File: src/rtl/basic_saboteur_pkg.sv
// Shared definitions for the basic_saboteur fault-injection block:
// fault-mode encodings and the default counter width.
package basic_saboteur_pkg;

  localparam logic [1:0] MODE_SA0   = 2'b00;
  localparam logic [1:0] MODE_SA1   = 2'b01;
  localparam logic [1:0] MODE_FLIP  = 2'b10;
  localparam logic [1:0] MODE_TRANS = 2'b11;

  localparam int CNT_W_DEF = 16;

endpackage

File: src/rtl/basic_saboteur_timer.sv
// Down-counter for the transient flip window: load has priority over clear,
// otherwise it counts down to zero and stops. nonzero reports a live window.
module basic_saboteur_timer
  import basic_saboteur_pkg::*;
#(
  parameter int CNT_W = CNT_W_DEF
) (
  input  logic             clk,
  input  logic             rst_n,
  input  logic             load,
  input  logic [CNT_W-1:0] load_val,
  input  logic             clear,
  output logic             nonzero
);

  logic [CNT_W-1:0] count_q;

  // Timer register: load, clear, or decrement while non-zero.
  always_ff @(posedge clk or negedge rst_n) begin
    if (!rst_n) begin
      count_q <= '0;
    end else if (load) begin
      count_q <= load_val;
    end else if (clear) begin
      count_q <= '0;
    end else if (count_q != '0) begin
      count_q <= count_q - 1'b1;
    end
  end

  assign nonzero = |count_q;

endmodule

File: src/rtl/basic_saboteur.sv
// Single-bit saboteur in series with one datapath signal. Passes i_bit when
// disabled, otherwise applies stuck-at-0/1, permanent flip or a timed
// transient flip. Counts enable rises (saturating) for campaign bookkeeping.
// Optional feature macro: BASIC_SABOTEUR_TRANSIENT_EN. When undefined no timer
// is built and mode 11 behaves as a permanent flip.
module basic_saboteur
  import basic_saboteur_pkg::*;
#(
  parameter int TRANSIENT_CYCLES = 1,
  parameter int CNT_W            = CNT_W_DEF
) (
  input  logic             i_clk,
  input  logic             i_rst_n,
  input  logic             i_bit,
  input  logic             i_en,
  input  logic [1:0]       i_ctrl,
  output logic             o_fault,
  output logic             o_active,
  output logic [CNT_W-1:0] o_inj_cnt
);

  // Reject an out-of-range flip length at elaboration.
  if (TRANSIENT_CYCLES < 1 || TRANSIENT_CYCLES > (1 << CNT_W) - 1) begin : g_bad_tc
    $error("basic_saboteur: TRANSIENT_CYCLES out of range");
  end

  logic             en_q;
  logic             rise;
  logic [CNT_W-1:0] cnt_q;
  logic             window;

  assign rise = i_en & ~en_q;

  // Enable history for rise detection.
  always_ff @(posedge i_clk or negedge i_rst_n) begin
    if (!i_rst_n) begin
      en_q <= 1'b0;
    end else begin
      en_q <= i_en;
    end
  end

  // Injection event counter: one count per enable rise, stops at all-ones.
  always_ff @(posedge i_clk or negedge i_rst_n) begin
    if (!i_rst_n) begin
      cnt_q <= '0;
    end else if (rise && (cnt_q != {CNT_W{1'b1}})) begin
      cnt_q <= cnt_q + 1'b1;
    end
  end

  assign o_inj_cnt = cnt_q;

`ifdef BASIC_SABOTEUR_TRANSIENT_EN
  logic trans_sel;
  logic timer_nonzero;

  // The window is only ever open while enabled in mode 11; anything else
  // closes it immediately and clears the timer on the next edge.
  assign trans_sel = i_en && (i_ctrl == MODE_TRANS);

  basic_saboteur_timer #(
    .CNT_W(CNT_W)
  ) u_timer (
    .clk     (i_clk),
    .rst_n   (i_rst_n),
    .load    (rise && trans_sel),
    .load_val(CNT_W'(TRANSIENT_CYCLES - 1)),
    .clear   (!trans_sel),
    .nonzero (timer_nonzero)
  );

  // The rise cycle itself is the first flipped cycle; the timer covers the rest.
  assign window = trans_sel && (rise || timer_nonzero);
`else
  // Without the timer, mode 11 is a permanent flip.
  assign window = 1'b1;
`endif

  // Fault application: reset and disable both give pass-through.
  always_comb begin
    o_fault  = i_bit;
    o_active = 1'b0;
    if (i_rst_n && i_en) begin
      case (i_ctrl)
        MODE_SA0: begin
          o_fault  = 1'b0;
          o_active = 1'b1;
        end
        MODE_SA1: begin
          o_fault  = 1'b1;
          o_active = 1'b1;
        end
        MODE_FLIP: begin
          o_fault  = ~i_bit;
          o_active = 1'b1;
        end
        default: begin
          if (window) begin
            o_fault  = ~i_bit;
            o_active = 1'b1;
          end
        end
      endcase
    end
  end

endmodule

File: config.mk
export PLATFORM = sky130hd
export DESIGN_NAME = basic_saboteur
export DESIGN_NICKNAME = d
export VERILOG_FILES = /design/src/rtl/basic_saboteur_pkg.sv /design/src/rtl/basic_saboteur_timer.sv /design/src/rtl/basic_saboteur.sv
export SDC_FILE = /design/constraint.sdc
export NUM_CORES = 1
export LEC_CHECK = 0
export BUFFER_PORTS_ARGS = -buffer_cell sky130_fd_sc_hd__buf_2
export CAP_MARGIN = 5
export CORE_UTILIZATION = 40
export DETAILED_ROUTE_END_ITERATION = 8
export MAX_ROUTING_LAYER = met4
export PLACE_DENSITY = 0.66
export SLEW_MARGIN = 25
export SYNTH_ARGS = -nofsm -noshare
export SYNTH_HDL_FRONTEND = slang
export SYNTH_SLANG_ARGS = --single-unit
File: constraint.sdc
create_clock -name i_clk -period 2.75 [get_ports i_clk]
set_input_delay 0.1375 -clock i_clk [delete_from_list [all_inputs] [get_ports i_clk]]
set_output_delay 0.1375 -clock i_clk [all_outputs]
set_load 0.01 [all_outputs]
==> Word level (Yosys, flattened, before mapping) <==
Index checks and enable logic that the tools add are counted.
{ "classes": {"add_sub_neg": 1, "n_mul": 0, "div_mod_pow": 0, "magnitude_cmp": 0, "eq_ne": 2, "shifts": 0, "muxes": 3, "bitwise_logic": 3, "reduce_logical": 3} }
{ "op_table": {"columns": ["operator", "n"], "rows": [
  ["16-bit by 1-bit adder with 16-bit output, second input constant", 1],
  ["16-bit != test, second input constant", 1],
  ["2-bit by 1-bit equality test with 1-bit output, second input constant", 1],
  ["1-bit logical AND", 2],
  ["2-bit zero test", 1],
  ["1-bit two-way mux", 2],
  ["1-bit inverter", 2],
  ["1-bit case mux with 2 select lines", 1],
  ["1-bit AND", 1]
]} }
{ "totals": {"regBits": 17, "latch_bits": 0, "ram_bits": 0, "mem_bits_ro": 0, "input_bits": 6, "out_inout_bits": 18, "wordCells": 14, "memories": 0} }

==> Longest topological paths before layout <==
Gate-level depths: netlist (run 1).
{ "depth": {"word_depth": 3, "mapped_depth": 6, "depth_no_buf": 5} }

==> Worst setup path after synthesis (run 1) <==
Ideal clock, no wire load.
{ "synth_path": {"path_type": "flip-flop to flip-flop", "from": "reg cnt_q[0] (netlist: o_inj_cnt[0])", "to": "reg cnt_q[1] (netlist: o_inj_cnt[1])", "setup_ps": 125, "t_arrival_ps": 1914, "t_required_ps": 2625, "setup_slack_ps": 711, "path_stages_with_launch": 7, "n_path_buf": 1, "synth_period_minus_slack_ps": 2039, "path_cell_list": "dfrtp_1 > ha_1 > nand4_4 > or4_4 > buf_6 > and2_4 > mux2_4"} }
{ "synth_between": {"elab_chain_cells": 2, "word_cells_on_any_way": 3, "cone_classes": "1 x add/sub; 1 x eq/ne; 1 x reduce/logical"} }
{ "synth_rtl": {"columns": ["element", "line_no", "rtl"], "rows": [
  ["start, declared", "basic_saboteur.sv:29", "logic [CNT_W-1:0] cnt_q;"],
  ["start signal, assigned", "basic_saboteur.sv:48", "cnt_q <= cnt_q + 1'b1;"],
  ["parallel branches: the longest is 2 deep, another holds 16-bit by 1-bit adder with 16-bit output", null, null]
]} }
Parallel ways; which one is timed is not known.
A chain may end at the register's enable or synchronous reset.

==> Worst setup path in the final report (run 1) <==
Same ends and word-level chain as after synthesis.

==> flow_summary.toml, run 1 <==
[routing]
drt_wl_total_mm = 1.50
route.detailed.wl_per_inst_um = 11.2
route.detailed.drc = 0
detail_route.vias_per_cell = 5.04
vias = 675
number_of_detailed_route_iterations_in_the_first_pass = 4
detail-route-antenna-nets = 0
first_iter_violations = 12

[clock_network]
cts_setup_buffers = 0
cts_tree = "done"
cts.clk_slew.worst_paths_ps = 90
clock-root-buffer = "sky130_fd_sc_hd__clkbuf_4"
ctsResizeCount = 0
clk_latency_worst_skew_pair_ps = 290
hold_buffers = 2
cts-buffers-inserted = 3
numClockSinks = 17
cts.path.max_buffers = 2
ctsHtreeMaxLevel = 1

[synth]
synth_top_area_share_pct = 49.2
synthArstFlopShare_pct = 100
ys_seq_elements = 17
synthesis.area_um2 = 865
sequential_share_of_the_synthesized_area_pct = 49.2
yosysTopAreaCell = "sky130_fd_sc_hd__dfrtp_1"
edff_count_synth = 0
synth_fp_nets = 86
ys_top_cells_by_area = "sky130_fd_sc_hd__dfrtp_1 49%, sky130_fd_sc_hd__xnor2_1 9.1%, sky130_fd_sc_hd__nand3_1 4.1%"
syn_area_per_cell_um2 = 10.9
synth.distinct_cells = 29
ys_dominant_reg_cell = "sky130_fd_sc_hd__dfrtp_1"
synth.yosys.warnings = 0
postSynthCellCount = 79

[sta]
hold_slack_ps = 293
layout_worst_path_cycle_share_pct = 74.1
fin_tns_setup_ps = 0
final.min_clock_period_ps = 2040
rsz_0062_raised_after_global_routing = "false"
report.final.hold_viol_count = 0
setup_viol_count_final = 0
timing.final.max_slew_violations = 0
worst_slack_ps = 713
worst_slew_pin_slew_ps = 446
fmaxAchievable_ghz = 0.491
finClkSkew_ps = 1.06
slew-limit-headroom_pct = 70.0

[floorplanning]
rows = 16
die-width_um = 48.5
ioPinCount = 24
initial_utilization_pct = 43.2
chipHeight_um = 48.5
core_area_um2 = 2000
die_area_um2 = 2350

[setup_path]
timing.critical_path.fanout_max = 9
critical_r2r_launch = "o_inj_cnt[0]"
rr_endpoint = "o_inj_cnt[1]"
r2r_slack_ps = 710
end_kind = "register"
start_kind = "register"
worstPathCellList = "ha_1 > nand4_4 > or4_4 > and2_4 > mux2_4"
crit_buf_inv = 0
slowest_delay_ps = 610
critPathArrivalTime_ps = 2220
critical-path-top-delay-family = "simple AND/OR/NAND/NOR gates"
reg2reg_depth = 5
critPathRequiredTime_ps = 2930
timing.critical_path.slowest_stage_cell = "sky130_fd_sc_hd__or4_4"
critPathKind = "register to register"

[cells_and_area]
layout_commonest_cell = "sky130_fd_sc_hd__buf_2"
num-nets-final = 115
layout_stage_area_growth_over_the_synthesis_result_pct = 21.3
fin_util_pct = 52.4
fillCellCount = 198
num_antenna_cells = 0
ratio_of_cells_with_drive_above_1_in_the_final_layout_pct = 32.7
layout_common_cells = "23 x sky130_fd_sc_hd__buf_2, 17 x sky130_fd_sc_hd__dfrtp_1, 9 x sky130_fd_sc_hd__xnor2_1"

[pwr]
internal_power_mw = 0.438
power_frac_clock_pct = 19.7
switchingPower_mw = 0.216
irDropWorstVdd_mv = 0.524
share_comb_of_total_power_pct = 25.9
finalPower_mw = 0.654
netSwitchingFraction_pct = 33.1
power.density_nw_per_um2 = 624
p_seq_share_pct = 54.4
cellLeakagePower_nw = 0.467

[global_routing]
grt_pass1_wl_mm = 2.66
grt_overflow = 0
antenna_found_initial = 0
grt_use_total_pct = 14.9
number_of_global_route_vias_before_repair = 594
grt_max_degree = 19

[job]
max_cap_violations = 0

[place]
port_buffers = 23
dp.final_hpwl_mm = 1.13
dpl_worst_slack_ps = 745
routabilityCongestion = 0.745

[worst_hold_path]
min-delay-path-class = "input port to asynchronous set/reset pin"

[outcome]
outcome = "finished, final reports clean"
cell usage after synthesis, types with 2 or more instances:
master / n
sky130_fd_sc_hd__xor2_1: 4
sky130_fd_sc_hd__nor2b_1: 2
sky130_fd_sc_hd__nor2_1: 2
sky130_fd_sc_hd__inv_1: 2
sky130_fd_sc_hd__nand4_1: 3
sky130_fd_sc_hd__nand3_1: 7
sky130_fd_sc_hd__dfrtp_1: 17
sky130_fd_sc_hd__xnor2_1: 9
sky130_fd_sc_hd__nand2_1: 7
sky130_fd_sc_hd__nor3_1: 7
how the worst max path moves through the flow:
stage                             from      endpoint  slack [ps]  cells after the start
after detailed placement  o_inj_cnt[0]  o_inj_cnt[1]         750                      5
after CTS                 o_inj_cnt[0]  o_inj_cnt[1]         720                      5
final                     o_inj_cnt[0]  o_inj_cnt[1]         710                      5
after floorplan           o_inj_cnt[0]  o_inj_cnt[1]         710                      6
after global routing      o_inj_cnt[0]  o_inj_cnt[1]         630                      5
after global placement    o_inj_cnt[0]  o_inj_cnt[1]         780                      5
per-layer routing:
layer,part of all wire (%),GRT usage [%]
met2,43,21.4
met4,1.7,4.41
met1,50,20.2
met3,5.7,4.72
met5,0,-
power by group through the flow:
stage / Sequential (mW) / Clock [mW] / Combinational [mW]
after global routing: 0.363 / 0.148 / 0.189
after global placement: 0.359 / 0 / 0.168
after CTS: 0.356 / 0.137 / 0.173
after floorplan: 0.374 / 0 / 0.0846
after detailed placement: 0.360 / 0 / 0.170
final: 0.356 / 0.129 / 0.170
worst register-to-register path, cell delays in order, from the launching register on:
cell and delay, ps:
sky130_fd_sc_hd__dfrtp_1 420, sky130_fd_sc_hd__ha_1 260, sky130_fd_sc_hd__nand4_4 160, sky130_fd_sc_hd__or4_4 610, sky130_fd_sc_hd__and2_4 200, sky130_fd_sc_hd__mux2_4 290
through the flow:
stage                     cell area [um2]  instances
after floorplan                       865         79
after global placement               1000        128
after detailed placement             1000        128
after CTS                            1050        134
after global routing                 1050        134
final                                1050        134
area by class of cell:
class	count	area [um2]	share of cell area [%]
Sequential cell	17	425	40.6
Multi-Input combinational cell	59	420	40.1
Timing Repair Buffer	25	135	12.9
Tap cell	27	33.8	3.22
Clock buffer	4	26.3	2.51
Inverter	2	7.51	0.716
kinds of logic after synthesis:
| group | count (synthesis) | share of synthesized area (%) |
|---|---|---|
| compound gates | 3 | 2.32 |
| xor+xnor | 13 | 13.2 |
| fa+ha+maj | 1 | 1.45 |
| buf+inv | 3 | 2.17 |
| flops | 17 | 49.2 |
| mux | 2 | 3.04 |
| simple gates | 40 | 28.7 |
state kept, by name, indices dropped and copies added (netlist names):
register / count
o_inj_cnt: 16
en_q: 1
Power figures use the tool's default switching activity.
==> run 2: changes to the inputs <==
--- a/config.mk
+++ b/config.mk
@@ -10,7 +10,7 @@
 export CORE_UTILIZATION = 40
 export DETAILED_ROUTE_END_ITERATION = 8
 export MAX_ROUTING_LAYER = met4
-export PLACE_DENSITY = 0.66
+export PLACE_DENSITY = 0.68
 export SLEW_MARGIN = 25
 export SYNTH_ARGS = -nofsm -noshare
 export SYNTH_HDL_FRONTEND = slang
==> constraint.sdc (replaced) <==
create_clock -name i_clk -period 1.7 [get_ports i_clk]
set_input_delay 0.085 -clock i_clk [delete_from_list [all_inputs] [get_ports i_clk]]
set_output_delay 0.085 -clock i_clk [all_outputs]
set_load 0.01 [all_outputs]
==> flow_summary.toml, run 2 (synthesized netlist as in run 1, its figures left out) <==
[pwr]
cellLeakagePower_nw = 0.600
irDropWorstVdd_mv = 0.837
power.density_nw_per_um2 = 960

[clock_network]
cts-buffers-inserted = 3
clock-root-buffer = "sky130_fd_sc_hd__clkbuf_4"
ctsHtreeMaxLevel = 1
numClockSinks = 17
cts.path.max_buffers = 2
cts_tree = "done"
cts.clk_slew.worst_paths_ps = 90
clk_latency_worst_skew_pair_ps = 290

[routing]
vias = 794
drt_wl_total_mm = 1.85
route.detailed.wl_per_inst_um = 11.6
detail_route.vias_per_cell = 4.96
number_of_detailed_route_iterations_in_the_first_pass = 4
detail-route-antenna-nets = 0
route.detailed.drc = 0
first_iter_violations = 12

[setup_path]
rr_endpoint = "o_inj_cnt[1]"
crit_buf_inv = 0
timing.critical_path.fanout_max = 2
timing.critical_path.slowest_stage_cell = "sky130_fd_sc_hd__or4_4"
start_kind = "register"
critical_r2r_launch = "o_inj_cnt[0]"
endpoint = "o_inj_cnt[1]"
path_depth = 5
critPathRequiredTime_ps = 1880
critPathKind = "register to register"
worstPathCellList = "ha_4 > nand4_4 > or4_4 > and2_4 > mux2_4"
end_kind = "register"
setup.worst_path.start = "o_inj_cnt[0]"
reg2reg_depth = 5
critPathArrivalTime_ps = 1850
r2r_slack_ps = 20
critical-path-top-delay-family = "simple AND/OR/NAND/NOR gates"
slowest_delay_ps = 500

[floorplanning]
initial_utilization_pct = 43.2
rows = 16
core_area_um2 = 2000
ioPinCount = 24
die_area_um2 = 2350
die-width_um = 48.5
chipHeight_um = 48.5

[place]
dp.final_hpwl_mm = 1.44
routabilityCongestion = 0.811
detailed_place.area_um2 = 1220
port_buffers = 23

[job]
max_cap_violations = 0

[cells_and_area]
num_antenna_cells = 0
layout_commonest_cell = "sky130_fd_sc_hd__buf_4"
ratio_of_cells_with_drive_above_1_in_the_final_layout_pct = 53.4
layout_common_cells = "25 x sky130_fd_sc_hd__buf_4, 23 x sky130_fd_sc_hd__buf_2, 12 x sky130_fd_sc_hd__dfrtp_1"
num-nets-final = 141
fillCellCount = 171
largest_register_ff_count = 16
multi_input_comb_area_um2 = 463
design_area_um2 = 1300
layout_stage_area_growth_over_the_synthesis_result_pct = 49.9
storage_cell_area_um2 = 432

[global_routing]
grt_max_degree = 18
number_of_global_route_vias_before_repair = 772
grt_use_total_pct = 18.9
grt_pass1_wl_mm = 3.35
antenna_found_initial = 0
grt_overflow = 0

[sta]
worst_slew_pin_slew_ps = 237
hold_slack_ps = 295
finClkSkew_ps = 2.04
timing.final.max_slew_violations = 0
setup_viol_count_final = 0
report.final.hold_viol_count = 0
fmaxAchievable_ghz = 0.596
rsz_0062_raised_after_global_routing = "true"
slew-limit-headroom_pct = 84.1
layout_worst_path_cycle_share_pct = 98.6
final.min_clock_period_ps = 1680

[outcome]
outcome = "finished, final reports clean"

[worst_hold_path]
min-delay-path-class = "input port to asynchronous set/reset pin"
run 2: changes by cell type in the layout (fill, tap and decap cells not counted), sizes merged:
cell  change
buf      +26
run 2: timing repair:
item                                    CTS  global route
cloned                                    0             0
pin swaps                                 4             0
buffers inserted                          0             2
endpoints found under the setup margin    3             3
hold buffers                              2             0
hold endpoints to repair                 18             0
gates resized for setup                   1             2
run 2: area by class of cell:
cell class | count | area share (%)
Tap cell | 27 | 2.61
Sequential cell | 17 | 33.3
Timing Repair Buffer | 51 | 25.8
Clock buffer | 4 | 2.03
Inverter | 2 | 0.579
Multi-Input combinational cell | 59 | 35.7
run 2: per-stage QoR:
step	util (%)	instances	setup TNS (ps)	setup WS [ps]	power [mW]
global placement	60.8	152	-5.22	-5.22	0.999
finish	64.8	160	0	23.0	1.24
CTS	63.3	158	0	13.9	1.24
floorplan	-	79	-381	-234	0.785
global route	64.8	160	-42.2	-16.8	1.34
detailed placement	60.8	152	-66.9	-30.6	1.01
run 2: worst min-delay path by stage:
stage / from / to / slack, ps / cells after the start
after floorplan: i_rst_n / en_q / -210 / 0
after global placement: i_rst_n / en_q / 80 / 2
after detailed placement: i_rst_n / o_inj_cnt[9] / 80 / 2
after CTS: i_rst_n / o_inj_cnt[9] / 290 / 3
after global routing: i_rst_n / o_inj_cnt[9] / 310 / 3
final: i_rst_n / o_inj_cnt[9] / 300 / 3
run 2: worst register-to-register path, delay by kind of cell (launching register included):
kind          cells  cell delay, ps
simple gates      3             730
fa+ha+maj         1             150
mux               1             290
flops             1             390
run 2: per-layer routing:
layer | routed length [um] | vias up | GRT usage, %
li1 | - | 390 | -
met3 | 64 | 4 | 3.77
met1 | 851 | 385 | 23.2
met2 | 918 | 15 | 31.5
met4 | 19 | 0 | 5.88
met5 | 0 | - | -
run 2: where the power goes:
group	total, mW	leakage, nW	internal, mW	switching, mW
sequential	0.577	0.207	0.484	0.0930
combinational	0.455	0.378	0.264	0.191
clock	0.211	0.0150	0.0912	0.120
total	1.24	0.600	0.840	0.404
==> run 3: changes to the inputs <==
--- a/config.mk
+++ b/config.mk
@@ -7,10 +7,10 @@
 export LEC_CHECK = 0
 export BUFFER_PORTS_ARGS = -buffer_cell sky130_fd_sc_hd__buf_2
 export CAP_MARGIN = 5
-export CORE_UTILIZATION = 40
+export CORE_UTILIZATION = 45
 export DETAILED_ROUTE_END_ITERATION = 8
 export MAX_ROUTING_LAYER = met4
-export PLACE_DENSITY = 0.68
+export PLACE_DENSITY_LB_ADDON = 0.05
 export SLEW_MARGIN = 25
 export SYNTH_ARGS = -nofsm -noshare
 export SYNTH_HDL_FRONTEND = slang
==> flow_summary.toml, run 3 (synthesized netlist as in run 1, its figures left out) <==
[clock_network]
ctsHtreeMaxLevel = 1
cts.path.max_buffers = 2
cts-buffers-inserted = 3
cts.clk_slew.worst_paths_ps = 100
numClockSinks = 17
clk_latency_worst_skew_pair_ps = 280
cts_tree = "done"
clock-root-buffer = "sky130_fd_sc_hd__clkbuf_4"

[outcome]
failing_checks = "setup timing"
outcome = "finished with violations"

[cells_and_area]
layout_stage_area_growth_over_the_synthesis_result_pct = 52.2
layout_commonest_cell = "sky130_fd_sc_hd__buf_4"
num-nets-final = 141
multi_input_comb_area_um2 = 485
num_antenna_cells = 0
fillCellCount = 147
ratio_of_cells_with_drive_above_1_in_the_final_layout_pct = 54.9
design_area_um2 = 1320
largest_register_ff_count = 16
layout_common_cells = "25 x sky130_fd_sc_hd__buf_4, 23 x sky130_fd_sc_hd__buf_2, 12 x sky130_fd_sc_hd__dfrtp_1"
storage_cell_area_um2 = 432

[sta]
fmaxAchievable_ghz = 0.585
final.min_clock_period_ps = 1710
report.final.hold_viol_count = 0
worst_slack_ps = -8.55
hold_slack_ps = 310
slew-limit-headroom_pct = 80.8
fin_tns_setup_ps = -16.3
rsz_0062_raised_after_global_routing = "true"
layout_worst_path_cycle_share_pct = 101
worst_slew_pin_slew_ps = 286
setup_viol_count_final = 3
finClkSkew_ps = 2.32
timing.final.max_slew_violations = 0

[pwr]
internal_power_mw = 0.858
irDropWorstVdd_mv = 0.745
power_frac_clock_pct = 16.7
share_comb_of_total_power_pct = 37.7
p_seq_share_pct = 45.7
finalPower_mw = 1.28
netSwitchingFraction_pct = 33.1
switchingPower_mw = 0.424
power.density_nw_per_um2 = 974
cellLeakagePower_nw = 0.632

[setup_path]
slowest_delay_ps = 570
timing.critical_path.slowest_stage_cell = "sky130_fd_sc_hd__or4_4"
end_kind = "register"
critPathRequiredTime_ps = 1880
crit_buf_inv = 2
critPathKind = "input port to register"
worstPathCellList = "dlygate4sd3_1 > buf_2 > nand2b_4 > or4_4 > nor3_4 > mux2_4"
r2r_slack_ps = 0
critPathArrivalTime_ps = 1890
start_kind = "input port"
timing.critical_path.fanout_max = 4
critical-path-top-delay-family = "simple AND/OR/NAND/NOR gates"

[routing]
vias = 800
route.detailed.drc = 0
first_iter_violations = 18
number_of_detailed_route_iterations_in_the_first_pass = 4
detail_route.vias_per_cell = 5.06
drt_wl_total_mm = 2.18
detail-route-antenna-nets = 0
route.detailed.wl_per_inst_um = 13.8

[worst_hold_path]
min-delay-path-class = "input port to asynchronous set/reset pin"

[place]
detailed_place.area_um2 = 1190
routabilityCongestion = 0.776
dp.final_hpwl_mm = 1.53
port_buffers = 23

[global_routing]
number_of_global_route_vias_before_repair = 757
grt_max_degree = 18
grt_pass1_wl_mm = 3.32
antenna_found_initial = 0
grt_overflow = 0
grt_use_total_pct = 23.6

[floorplanning]
core_area_um2 = 1760
die-width_um = 45.8
rows = 15
die_area_um2 = 2100
chipHeight_um = 45.8
initial_utilization_pct = 49.0
ioPinCount = 24

[job]
max_cap_violations = 0
## run 3: cell type report
cell class                      count  share of cell area (%)
Clock buffer                        4                    2.00
Inverter                            2                   0.570
Multi-Input combinational cell     59                    36.9
Sequential cell                    17                    32.8
Tap cell                           25                    2.38
Timing Repair Buffer               51                    25.4
## run 3: path summary, 6_finish.rpt
path                            endpoint  cells past startpoint          from
min in group i_clk               o_fault                      3         i_bit
hold reg to reg             o_inj_cnt[4]                      1  o_inj_cnt[4]
max in group asynchronous   o_inj_cnt[5]                      3       i_rst_n
hold / removal              o_inj_cnt[9]                      3       i_rst_n
setup / recovery           o_inj_cnt[15]                      6          i_en
setup reg to reg           o_inj_cnt[15]                      4          en_q
## run 3: stage by stage
stage / utilization, % / cells / setup WS, ps
finish: 74.6 / 158 / -8.55
global placement: 67.6 / 147 / -12.6
global route: 74.6 / 158 / -47.0
detailed placement: 67.6 / 147 / -57.5
floorplan: - / 79 / -234
CTS: 70.9 / 154 / -6.72
## run 3: timing repair
action	4_1_cts	5_1_grt
endpoints found under the setup margin	5	4
resized for setup	1	6
buffers inserted	1	4
hold buffers	2	0
endpoints found under the hold margin	18	0
pin swaps	4	3
## run 3: worst min-delay path, stage by stage
cell and delay, ps:
sky130_fd_sc_hd__dlygate4sd3_1 520, sky130_fd_sc_hd__buf_2 120, sky130_fd_sc_hd__buf_4 250
## run 3: metal layers
metal	global-route usage (%)	vias up	wire length (um)
met4	8.82	0	14
met5	-	-	0
li1	-	391	-
met1	27.3	387	947
met3	3.57	2	54
met2	40.9	20	1160
## run 3: power by group through the flow
| stage | Sequential, mW | Clock, mW | Combinational, mW |
|---|---|---|---|
| 2_1_floorplan | 0.629 | 0 | 0.156 |
| 3_3_place_gp | 0.581 | 0 | 0.419 |
| 3_5_place_dp | 0.583 | 0 | 0.439 |
| 4_1_cts | 0.583 | 0.225 | 0.449 |
| 5_1_grt | 0.594 | 0.243 | 0.525 |
| 6_report | 0.585 | 0.214 | 0.483 |
